**config.mk**
```make
export PLATFORM = sky130hd
export DESIGN_NAME = dus_ctrl
export DESIGN_NICKNAME = d
export VERILOG_FILES = /design/src/rtl/dus_ctrl.sv
export SDC_FILE = /design/constraint.sdc
export NUM_CORES = 1
export LEC_CHECK = 0
export ABC_CLOCK_PERIOD_IN_PS = 5500
export BUFFER_PORTS_ARGS = -buffer_cell sky130_fd_sc_hd__buf_2
export CORE_AREA = 2 2 148 150
export CTS_CLUSTER_DIAMETER = 200
export DETAILED_ROUTE_END_ITERATION = 10
export DIE_AREA = 0 0 150 152
export GPL_TIMING_DRIVEN = 1
export PLACE_DENSITY = 0.57
export SLEW_MARGIN = 20
export SYNTH_ARGS = -nofsm -noshare
export SYNTH_HDL_FRONTEND = slang
export SYNTH_SLANG_ARGS = --single-unit
export TNS_END_PERCENT = 30
```
**constraint.sdc**
```tcl
create_clock -name clk -period 5.5 [get_ports clk]
set_input_delay 0.55 -clock clk [delete_from_list [all_inputs] [get_ports clk]]
set_output_delay 0.55 -clock clk [all_outputs]
set_load 0.02 [all_outputs]
```
**src/rtl/dus_ctrl.sv**
```systemverilog
// rtl/dus_ctrl.sv - frame load, dus_hls kernel sequencing, result drain and BRAM arbitration
module dus_ctrl #(
    parameter int ADDR_W    = 10,
    parameter int DATA_W    = 32,
    parameter int IMG_WORDS = 1024,
    parameter int OUT_WORDS = 256
) (
    input  logic              clk,
    input  logic              rst,
    input  logic              cmd_start,
    output logic              busy,
    output logic              frame_done,
    input  logic              in_valid,
    output logic              in_ready,
    input  logic [DATA_W-1:0] in_data,
    output logic              out_valid,
    input  logic              out_ready,
    output logic [DATA_W-1:0] out_data,
    output logic              k_ap_start,
    input  logic              k_ap_done,
    input  logic              k_ap_ready,
    input  logic              k_ap_idle,
    input  logic [ADDR_W-1:0] k_img_address0,
    input  logic              k_img_ce0,
    input  logic              k_img_we0,
    input  logic [DATA_W-1:0] k_img_d0,
    output logic [DATA_W-1:0] k_img_q0,
    input  logic [ADDR_W-1:0] k_dus_address0,
    input  logic              k_dus_ce0,
    input  logic              k_dus_we0,
    input  logic [DATA_W-1:0] k_dus_d0,
    output logic [DATA_W-1:0] k_dus_q0,
    output logic [ADDR_W-1:0] img_address0,
    output logic              img_ce0,
    output logic              img_we0,
    output logic [DATA_W-1:0] img_d0,
    input  logic [DATA_W-1:0] img_q0,
    output logic [ADDR_W-1:0] dus_address0,
    output logic              dus_ce0,
    output logic              dus_we0,
    output logic [DATA_W-1:0] dus_d0,
    input  logic [DATA_W-1:0] dus_q0
);

    typedef enum logic [2:0] {
        S_IDLE,
        S_LOAD,
        S_START,
        S_RUN,
        S_DRAIN,
        S_DONE
    } state_t;

    // Counters carry one extra bit so a full 2^ADDR_W count does not wrap.
    localparam logic [ADDR_W:0] IMG_LAST = (ADDR_W+1)'(IMG_WORDS - 1);
    localparam logic [ADDR_W:0] OUT_LAST = (ADDR_W+1)'(OUT_WORDS - 1);
    localparam logic [ADDR_W:0] OUT_NUM  = (ADDR_W+1)'(OUT_WORDS);

    state_t            state;
    state_t            state_nx;

    logic [ADDR_W:0]   load_cnt;
    logic [ADDR_W:0]   rd_addr;
    logic [ADDR_W:0]   out_cnt;
    logic [DATA_W-1:0] fifo_mem [2];
    logic              wr_ptr;
    logic              rd_ptr;
    logic [1:0]        occ;
    logic              inflight;
    logic [1:0]        level;
    logic              load_fire;
    logic              pop;
    logic              rd_en;

    // k_ap_idle is informational only; it never steers the sequencer.
    logic              unused_status;
    assign unused_status = k_ap_idle;

    assign load_fire = (state == S_LOAD) && in_valid;
    assign pop       = out_valid && out_ready;
    assign level     = occ + {1'b0, inflight};

    // A word leaving the FIFO this cycle frees a slot for the read issued now,
    // which is what lets an unstalled drain sustain one word per cycle.
    assign rd_en = (state == S_DRAIN) && (rd_addr < OUT_NUM) &&
                   (pop ? (level <= 2'd2) : (level < 2'd2));

    assign out_data = fifo_mem[rd_ptr];
    assign k_img_q0 = img_q0;
    assign k_dus_q0 = dus_q0;

    // State register
    always_ff @(posedge clk) begin
        if (rst) begin
            state <= S_IDLE;
        end else begin
            state <= state_nx;
        end
    end

    // Next-state decode
    always_comb begin
        state_nx = state;
        case (state)
            S_IDLE:  if (cmd_start) state_nx = S_LOAD;
            S_LOAD:  if (load_fire && (load_cnt == IMG_LAST)) state_nx = S_START;
            S_START: if (k_ap_ready) state_nx = k_ap_done ? S_DRAIN : S_RUN;
            S_RUN:   if (k_ap_done) state_nx = S_DRAIN;
            S_DRAIN: if (pop && (out_cnt == OUT_LAST)) state_nx = S_DONE;
            S_DONE:  state_nx = S_IDLE;
            default: state_nx = S_IDLE;
        endcase
    end

    // Status and handshake outputs decoded from the registered state
    always_comb begin
        busy       = (state != S_IDLE);
        frame_done = (state == S_DONE);
        in_ready   = (state == S_LOAD);
        k_ap_start = (state == S_START);
        out_valid  = (state == S_DRAIN) && (occ != 2'd0);
    end

    // Load counter, drain read address, in-flight flag and FIFO bookkeeping
    always_ff @(posedge clk) begin
        if (rst) begin
            load_cnt <= '0;
            rd_addr  <= '0;
            out_cnt  <= '0;
            occ      <= '0;
            inflight <= 1'b0;
            wr_ptr   <= 1'b0;
            rd_ptr   <= 1'b0;
        end else begin
            if (state == S_IDLE) begin
                load_cnt <= '0;
            end else if (load_fire) begin
                load_cnt <= load_cnt + 1'b1;
            end

            if (state != S_DRAIN) begin
                rd_addr  <= '0;
                out_cnt  <= '0;
                occ      <= '0;
                inflight <= 1'b0;
                wr_ptr   <= 1'b0;
                rd_ptr   <= 1'b0;
            end else begin
                inflight <= rd_en;
                if (rd_en) rd_addr <= rd_addr + 1'b1;
                if (inflight) wr_ptr <= ~wr_ptr;
                if (pop) begin
                    rd_ptr  <= ~rd_ptr;
                    out_cnt <= out_cnt + 1'b1;
                end
                case ({inflight, pop})
                    2'b10:   occ <= occ + 2'd1;
                    2'b01:   occ <= occ - 2'd1;
                    default: occ <= occ;
                endcase
            end
        end
    end

    // Capture dus read data one cycle after the read was issued
    always_ff @(posedge clk) begin
        if ((state == S_DRAIN) && inflight) begin
            fifo_mem[wr_ptr] <= dus_q0;
        end
    end

    // BRAM ownership: kernel in START/RUN, controller otherwise
    always_comb begin
        img_address0 = '0;
        img_ce0      = 1'b0;
        img_we0      = 1'b0;
        img_d0       = '0;
        dus_address0 = '0;
        dus_ce0      = 1'b0;
        dus_we0      = 1'b0;
        dus_d0       = '0;
        case (state)
            S_START, S_RUN: begin
                img_address0 = k_img_address0;
                img_ce0      = k_img_ce0;
                img_we0      = k_img_we0;
                img_d0       = k_img_d0;
                dus_address0 = k_dus_address0;
                dus_ce0      = k_dus_ce0;
                dus_we0      = k_dus_we0;
                dus_d0       = k_dus_d0;
            end
            S_LOAD: begin
                if (load_fire) begin
                    img_address0 = load_cnt[ADDR_W-1:0];
                    img_ce0      = 1'b1;
                    img_we0      = 1'b1;
                    img_d0       = in_data;
                end
            end
            S_DRAIN: begin
                if (rd_en) begin
                    dus_address0 = rd_addr[ADDR_W-1:0];
                    dus_ce0      = 1'b1;
                end
            end
            default: begin
            end
        endcase
    end

endmodule

```
==> Word level (Yosys, flattened, before mapping) <==
Memories as Yosys holds them, arrays and structs flattened. A register that Yosys moved wholly into a read port is not among the register bits.
Index checks and enable logic that the tools add are counted.
Widths: inputs -> output; s select.
{ "word_totals": {"romBits": 0, "ram_bits": 64, "word_cells": 77, "memories": 1, "register_bits": 41, "latch_bits": 0, "input_bits": 192} }
{ "classes": {"n_div": 0, "multipliers": 0, "eq_ne": 15, "reduce_logical": 16, "n_addsub": 6, "magnitude_cmp": 3, "shift": 0, "n_bitwise": 2, "muxes": 26} }
{ "mem_list": {"columns": ["memory", "depth", "word_bits", "rd", "rd_ports_with_merged_regs", "write_ports", "line", "rtl"], "rows": [
  ["fifo_mem", 2, 32, 1, 1, 1, "65", "logic [DATA_W-1:0] fifo_mem [2];"]
]} }
{ "ops": {"columns": ["operator", "n"], "rows": [
  ["$mux 32", 2],
  ["$pmux 32 s2", 1],
  ["$pmux 10 s2", 2],
  ["$add 11x1->11 const B", 3],
  ["$mux 10", 2],
  ["$mux 3", 6],
  ["$pmux 3 s5", 1],
  ["$eq 11x10->1 const B", 1],
  ["$eq 11x8->1 const B", 1],
  ["$lt 11x9->1 const B", 1],
  ["$logic_and 1x1->1", 8],
  ["$mux 1", 8],
  ["$eq 3x2->1 const B", 2],
  ["$eq 3x3->1 const B", 2],
  ["$ne 2x2->1 const B", 3],
  ["$pmux 1 s2", 3],
  ["$reduce_or 2->1", 3],
  ["$reduce_and 5->1", 1],
  ["$ne 2x1->1 const B", 2],
  ["$pmux 2 s2", 1],
  ["$reduce_bool 2->1", 2],
  ["$eq 3x1->1 const B", 1],
  ["$logic_not 3->1", 1],
  ["$ne 3x3->1 const B", 1],
  ["9 further kinds", 10]
]} }

==> Logic depth before layout (Yosys ltp) <==
Gate-level depths: netlist (run 1).
{ "depth": {"ltp_word": 7, "ltp_mapped": 7, "mapped_depth_nobuf": 6} }

==> Least setup slack after synthesis (run 1) <==
No wires, ideal clock.
{ "synth_path": {"path_kind": "register -> register", "from": "register state[0]", "to": "memory fifo_mem[0][0], enable pin", "setup_ps": 461, "path_stages_with_launch": 5, "slack_ps": 1807, "arrival_ps": 3231, "synth_period_minus_slack_ps": 3693, "required_time_ps": 5039, "path_cell_list": "dfxtp_1 -> or3b_1 -> buf_2 -> clkbuf_1 -> nor3_1"} }
{ "synth_via": {"elab_chain_len": 4} }
{ "synth_lines": {"columns": ["item", "line", "rtl"], "rows": [
  ["from (decl)", "59", "state_t state;"],
  ["from (signal assigned)", "97", "state <= state_nx;"],
  ["$eq 3x3->1", "167", "if ((state == S_DRAIN) && inflight) begin"],
  ["$logic_and 1x1->1", "167", null],
  ["$mux 1", "167", null],
  ["$mux 1 (implied by the code)", "168", "fifo_mem[wr_ptr] <= dus_q0;"],
  ["to (decl)", "65", null]
]} }
Every way passes these cells.

==> Final worst setup path (run 1) <==
{ "layout_path": {"from": "register state[2]", "to": "output port dus_address0[2]"} }
{ "layout_via": {"elab_chain_len": 7, "elab_cells_between_ends": 11, "classes_between": "eq/ne: 3; mux: 3; reduce/logical: 5"} }
{ "layout_lines": {"columns": ["item", "line", "rtl"], "rows": [
  ["$eq 3x3->1", "85, 121, 182", null],
  ["$logic_and 1x1->1", "121", "out_valid = (state == S_DRAIN) && (occ != 2'd0);"],
  ["$logic_and 1x1->1", "80", "assign pop = out_valid && out_ready;"],
  ["$mux 1", "86", "(pop ? (level <= 2'd2) : (level < 2'd2));"],
  ["$logic_and 1x1->1", "85", "assign rd_en = (state == S_DRAIN) && (rd_addr < OUT_NUM) &&"],
  ["$mux 10", "202", "if (rd_en) begin"],
  ["$pmux 10 s2 *", "182", "case (state)"],
  ["to (decl)", "38", "output logic [ADDR_W-1:0] dus_address0,"]
]} }
Mark *: on every way between the ends. The rest lies on a longest branch, timed or not.

==> impl_results.md, run 1 <==
- IO Pins: 381
- Hold Crit Class: input port to flip-flop
- Via density: 4.693
- Post-DP HPWL: 17620 um
- CTS tree: done
- Drt drc: 0
- Number of global-route vias before repair: 4359
- Buffer levels on the longest clock path: 2
- Status: completed
- Core Region: 21350 um^2
- Critical path's slowest cell: or3b_1
- Capture point of the worst path: dus_address0[2]
- Commonest non-fill, non-tap cell in the layout: buf_2
- CP Data Required Time: 4950 ps
- Worst path max stage delay: 670 ps
- Reg clk slew, reported paths: 70 ps
- Asr flop ratio synth: 0%
- DIE HEIGHT: 152 um
- Flops & latches, synth: 106
- Clk sinks: 106
- GRT overflow: 0
- Max_slew headroom: 39.57%
- Complex-gate fraction of the synthesized area: 13.67%
- Drt wl/cell: 21.20 um
- # H-tree levels: 3
- Synth Area in Adders: 1.126%
- 1st-pass router iterations: 4
- CTS Hold Bufs: 0
- Initial antenna violation count: 16
- Period utilization: 63.88%
- Setup violators final: 0
- Most frequent cells in the layout: buf_2, edfxtp_1, a22o_1
- Cells after Synth: 504
- Final Hold Viols: 0
- Worst-Margin Slew: 904.1 ps
- Sequential-to-total area share from yosys stat: 49.74%
- Max-Cap Viols: 0
- Yosys warnings: 0
- Num CTS Buffers: 9
- Post-Synth Simple-Gate Area: 14.33%
- Critical Path Start: state[2]
- Max FO, Critical Path: 19
- Main combinational cell family by area after synthesis: simple AND/OR/NAND/NOR gates
- # nets final: 938
- Die Area: 22800 um^2
- CP startpoint kind: flip-flop
- Buffers on Ports: 315
- First-pass GRT wire length: 29720 um
- Mapped Nets: 701
- Row cnt: 54
- Clock latency on the worst-skew pair: 350 ps
- RSZ-0062 raised after global routing: no
- Cell Chain, Critical Path: or3b_1, o31a_1, nor2_2, a22o_1, buf_2
- Mux cell area share after synthesis: 7.051%
- Share of layout cells above drive strength 1: 50.54%
- Fmax: 284.6 MHz
- R2R cell count: 5
- Chip width: 150 um
- Largest net degree at the start of global routing: 78
- EDFF count, synth: 64
- Final Routed Wirelength: 21800 um
- Area grow syn2layout: 30.77%
- Crit. End Element: output port
- Remaining antenna violation count after routing: 0
- Clk_skew: 14.44 ps
- Via Count: 4824
- Avg Inst Size Synth: 11.02 um^2
- # fillers: 2229
- Slew Viols, Final: 0
- Setup TNS Final: 0 ps
- Initial DRC count: 341
- CP arrival: 2960 ps
- Min Tclk post-route: 3513 ps
- Post-synthesis xor/xnor area fraction: 2.996%
- Peak supply drop: 107.6 uV
- Total GRT Usage: 18.39%
- R2r startpoint: state[2]
- Power Density: 253.3 nW/um^2
- Synth cell types: 51
- Leakage: 3.204 nW
- Final core occ: 34.02%
- Effective utilization at floorplan: 26.01%
- Crit path kind: flip-flop to output port
- R2R Setup Slk: 2880 ps
- Routability-driven placement congestion ratio: 0.9199
- Root buf cell: clkbuf_16
- CTS resizes: 0
- Ys flop type: edfxtp_1
- R2R Path End: occ[1]
- Post-Syn Area: 5554 um^2
- Setup Fix Bufs, Post-CTS: 0
layer usage:
layer  track usage [%]  share of wire, %  up-vias
li1                  -                 -     2257
met1             22.25                39     2264
met2             28.33                45      281
met3             9.129                13       22
met4             6.334               2.2        0
met5                 0                 0        -
worst max-delay path: cells and delay by family (launching register included):
family                 cells  cell delay, ps
DFF                        1             620
and+or+nand+nor            2            1050
AOI/OAI and AO/OA          2             760
buffers and inverters      1             170
cell type report:
type | count | area, um^2 | area share, %
antenna | 2 | 5.005 | 0.06891
clock buffer | 10 | 229.0 | 3.152
clock inverter | 6 | 76.32 | 1.051
inverter | 4 | 15.01 | 0.2067
multi-input combinational | 299 | 2203 | 30.34
sequential | 106 | 2763 | 38.04
tap | 280 | 350.3 | 4.823
timing repair buffer | 321 | 1622 | 22.33
cell usage after synthesis (3+ instances only):
cell type | instances | area, um^2
a211oi_1 | 3 | 22.52
a21o_1 | 3 | 22.52
a21oi_1 | 12 | 60.06
a22o_1 | 50 | 437.9
a31oi_1 | 3 | 18.77
a41o_1 | 3 | 30.03
and2_1 | 39 | 244.0
buf_1 | 3 | 11.26
buf_2 | 3 | 15.01
buf_4 | 64 | 480.5
clkbuf_1 | 25 | 93.84
dfxtp_1 | 42 | 840.8
edfxtp_1 | 64 | 1922
ha_1 | 5 | 62.56
inv_1 | 4 | 15.01
mux2_2 | 33 | 371.6
nand2_1 | 17 | 63.81
nand3_1 | 9 | 45.04
nand4_1 | 7 | 43.79
nor2_1 | 27 | 101.4
nor3_1 | 3 | 15.01
nor4_1 | 6 | 37.54
o21ai_0 | 13 | 65.06
o31ai_1 | 4 | 30.03
or3_1 | 8 | 50.05
or4_1 | 4 | 30.03
xnor2_1 | 9 | 78.83
xor2_1 | 10 | 87.58
sequential cells by signal (all words and copies together) (netlist names), named ones only:
| signal | cells |
|---|---|
| fifo_mem | 64 |
| inflight | 1 |
| load_cnt | 11 |
| occ | 2 |
| out_cnt | 11 |
| rd_addr | 11 |
| rd_ptr | 1 |
| state | 3 |
| wr_ptr | 1 |
how the worst min path moves through the flow:
stage,end,depth (start not counted),from
finish,fifo_mem[1][13],1,dus_q0[13]
global route,fifo_mem[1][2],1,dus_q0[2]
CTS,fifo_mem[0][29],1,dus_q0[29]
detailed placement,rd_addr[9],1,rd_addr[9]
global placement,rd_addr[9],1,rd_addr[9]
floorplan,rd_addr[9],1,rd_addr[9]
power breakdown:
part           switching [mW]  internal, mW  leakage [nW]
clock network           0.296         0.360         0.149
registers              0.0150         0.844         0.913
logic                   0.200         0.125          2.14
per-stage QoR:
stage                     cell area [um^2]  instances  total power [mW]  hold slack, ps  worst slack [ps]
after floorplan                       5554        504             1.093           420.9              1807
after global placement                6953       1010             1.202           436.9              2391
after detailed placement              6953       1010             1.202           436.8              2390
after CTS                             7258       1026             1.862           389.8              1989
after global routing                  7263       1028             1.916           392.2              1834
final                                 7263       1028             1.840           402.8              1987
cells by family after synthesis:
kind of cell | count (synthesis)
flops | 106
buf+inv | 99
xor+xnor | 19
fa+ha+maj | 5
simple gates | 140
mux | 35
compound gates | 100
(Power assumes the default switching activity.)
==> run 2, diff against run 1 <==
- ABC_AREA: unset -> 1
- ABC_CLOCK_PERIOD_IN_PS: 5500 -> 3330
- CORE_AREA: 2 2 148 150 -> 2 2 150 152
- DIE_AREA: 0 0 150 152 -> 0 0 152 154
- clock period: 5.5 -> 3.33 ns (I/O delays scaled with it)
==> run 2 against run 1 <==
Net effect: non-clock buffer count up 2; sequential share of layout area down 1.5 points; count of clock-buffer cells in the layout down 1; cell area up 4.1%; via count up 7.6%; power up 150%; highest routed layer unchanged; worst setup slack worse by 1400 ps; clock power up 83%; clock skew down 0.74 ps.
==> impl_results.md, run 2 <==
- Fin area: 7561 um^2
- Chip width: 152 um
- Crit. End Element: output port
- CTS resizes: 0
- Setup violators final: 0
- Ys flop type: edfxtp_1
- Min Tclk post-route: 2772 ps
- Status: completed
- Peak supply drop: 300.1 uV
- Buffers on Ports: 315
- Final Hold Viols: 0
- Most frequent cells in the layout: buf_2, nor2_1, inv_1
- Commonest non-fill, non-tap cell in the layout: buf_2
- Largest net degree at the start of global routing: 38
- Worst-Margin Slew: 674.9 ps
- Area grow syn2layout: 31.48%
- Most flop-heavy register: fifo_mem
- Yosys warnings: 0
- Share of layout cells above drive strength 1: 44.19%
- Mapped Nets: 828
- CP arrival: 2440 ps
- Initial DRC count: 231
- Reg power frac: 31.4%
- Cells after Synth: 631
- DIE HEIGHT: 154 um
- Sequential-to-total area share from yosys stat: 48.04%
- Crit path kind: flip-flop to output port
- Power Density: 601.7 nW/um^2
- CTS Hold Bufs: 0
- Max-Cap Viols: 0
- Root buf cell: clkbuf_16
- Comb pwr share: 42.2%
- Fmax: 360.8 MHz
- EDFF count, synth: 64
- Initial antenna violation count: 13
- Max reg flops: 64
- Clk_skew: 13.70 ps
- Buffer levels on the longest clock path: 2
- Max FO, Critical Path: 18
- CP Data Required Time: 3000 ps
- Psw: 1.870 mW
- # fillers: 2308
- Leakage: 3.470 nW
- # H-tree levels: 3
- Clock power share: 26.4%
- Row cnt: 54
- First-pass GRT wire length: 30200 um
- Synth cell types: 34
- Num CTS Buffers: 9
- Drt wl/cell: 17.67 um
- Yosys top cell area share: 33.42%
- Area of the multi-input gates: 2135 um^2
- Routability-driven placement congestion ratio: 0.9312
- Number of global-route vias before repair: 5110
- Final Routed Wirelength: 20780 um
- IO Pins: 381
- Asr flop ratio synth: 0%
- Via density: 4.415
- Remaining antenna violation count after routing: 0
- Period utilization: 83.23%
- Total GRT Usage: 17.24%
- CTS tree: done
- Post-placement cell area: 7199 um^2
- Setup TNS Final: 0 ps
- Clk sinks: 106
- Area contributors post-synth: edfxtp_1, dfxtp_1, buf_4
- Hold Crit Class: input port to flip-flop
- Post-DP HPWL: 17020 um
- CP startpoint kind: flip-flop
- Synth area leader: edfxtp_1
- Max_slew headroom: 54.90%
- Avg Inst Size Synth: 9.113 um^2
- Drt drc: 0
- Flops & latches, synth: 106
- Synth cell count leaders: nor2_1, inv_1, nand2_1
- Slew Viols, Final: 0
- Switching Share: 41.11%
- Clock latency on the worst-skew pair: 350 ps
- 1st-pass router iterations: 4
- Register area: 2763 um^2
- Reg clk slew, reported paths: 80 ps
- Die Area: 23410 um^2
- Pint: 2.680 mW
- Most frequent cell after synthesis: nor2_1
- Setup Fix Bufs, Post-CTS: 0
- RSZ-0062 raised after global routing: no
- Via Count: 5192
- # nets final: 1079
- Effective utilization at floorplan: 26.51%
- GRT overflow: 0
- Core Region: 21690 um^2
- Post-Syn Area: 5751 um^2
## run 2: cell types whose count changed after synthesis, moves of 15 or more
cell,before,now
a22o_1,50,32
and2_1,39,0
inv_1,4,81
nand2_1,17,76
nand3_1,9,24
nor2_1,27,88
## run 2: final timing paths
kind	end	cells past startpoint	startpoint	slack, ps
hold reg to reg	load_cnt[10]	2	load_cnt[10]	460
setup / recovery	dus_address0[5]	10	state[1]	560
hold / removal	fifo_mem[0][15]	1	dus_q0[15]	180
setup reg to reg	load_cnt[5]	8	state[1]	1180
## run 2: cells by family (layout without fill, tap and decap cells)
logic type / after synthesis / in the layout / synth area share (%)
xor+xnor: 14 / 14 / 2.132
fa+ha+maj: 5 / 5 / 1.088
other cells: 0 / 9 / 0
mux: 32 / 32 / 6.266
buf+inv: 167 / 423 / 15.25
flops: 106 / 106 / 48.04
simple gates: 224 / 224 / 17.10
compound gates: 83 / 83 / 10.12
## run 2: power by group through the flow
stage / registers [mW] / clock network (mW) / logic [mW]
after floorplan: 1.45 / 0 / 1.26
after global placement: 1.46 / 0 / 1.91
after detailed placement: 1.46 / 0 / 1.91
after CTS: 1.43 / 1.23 / 1.92
after global routing: 1.43 / 1.28 / 2.05
final: 1.43 / 1.20 / 1.92
## run 2: layout make-up
cell class | instances | area share [%]
Sequential cell | 106 | 36.54
Clock inverter | 7 | 1.506
Antenna cell | 9 | 0.2979
Multi-Input combinational cell | 358 | 28.23
Tap cell | 280 | 4.633
Clock buffer | 9 | 2.979
Timing Repair Buffer | 323 | 21.64
Inverter | 84 | 4.170
## run 2: through the flow
stage               hold WS [ps]  power, mW  utilization, %  std cells  setup WS (ps)
floorplan                  405.4      2.714               -        631          859.4
global placement           447.1      3.373           33.19       1151          897.0
detailed placement         453.2      3.370           33.19       1151          885.3
CTS                        159.1      4.586           34.76       1167          484.4
global route               158.5      4.769           34.85       1175          266.7
finish                     180.8      4.550           34.86       1176          558.3
## run 2: metal layers
layer	up-vias	track usage [%]	share of wire [%]
li1	2544	-	-
met1	2366	19.42	40
met2	251	29.47	49
met3	31	4.622	6.4
met4	0	9.969	4.0
met5	-	0	0
## run 2: critical path, stage by stage (launching register included)
cell and delay, ps:
dfxtp_1 350, inv_1 170, nand2_1 70, nor2_1 190, nand3_1 150, o21ai_2 350
nand2_2 330, inv_1 190, nand2_1 60, nand2_1 60, buf_2 160
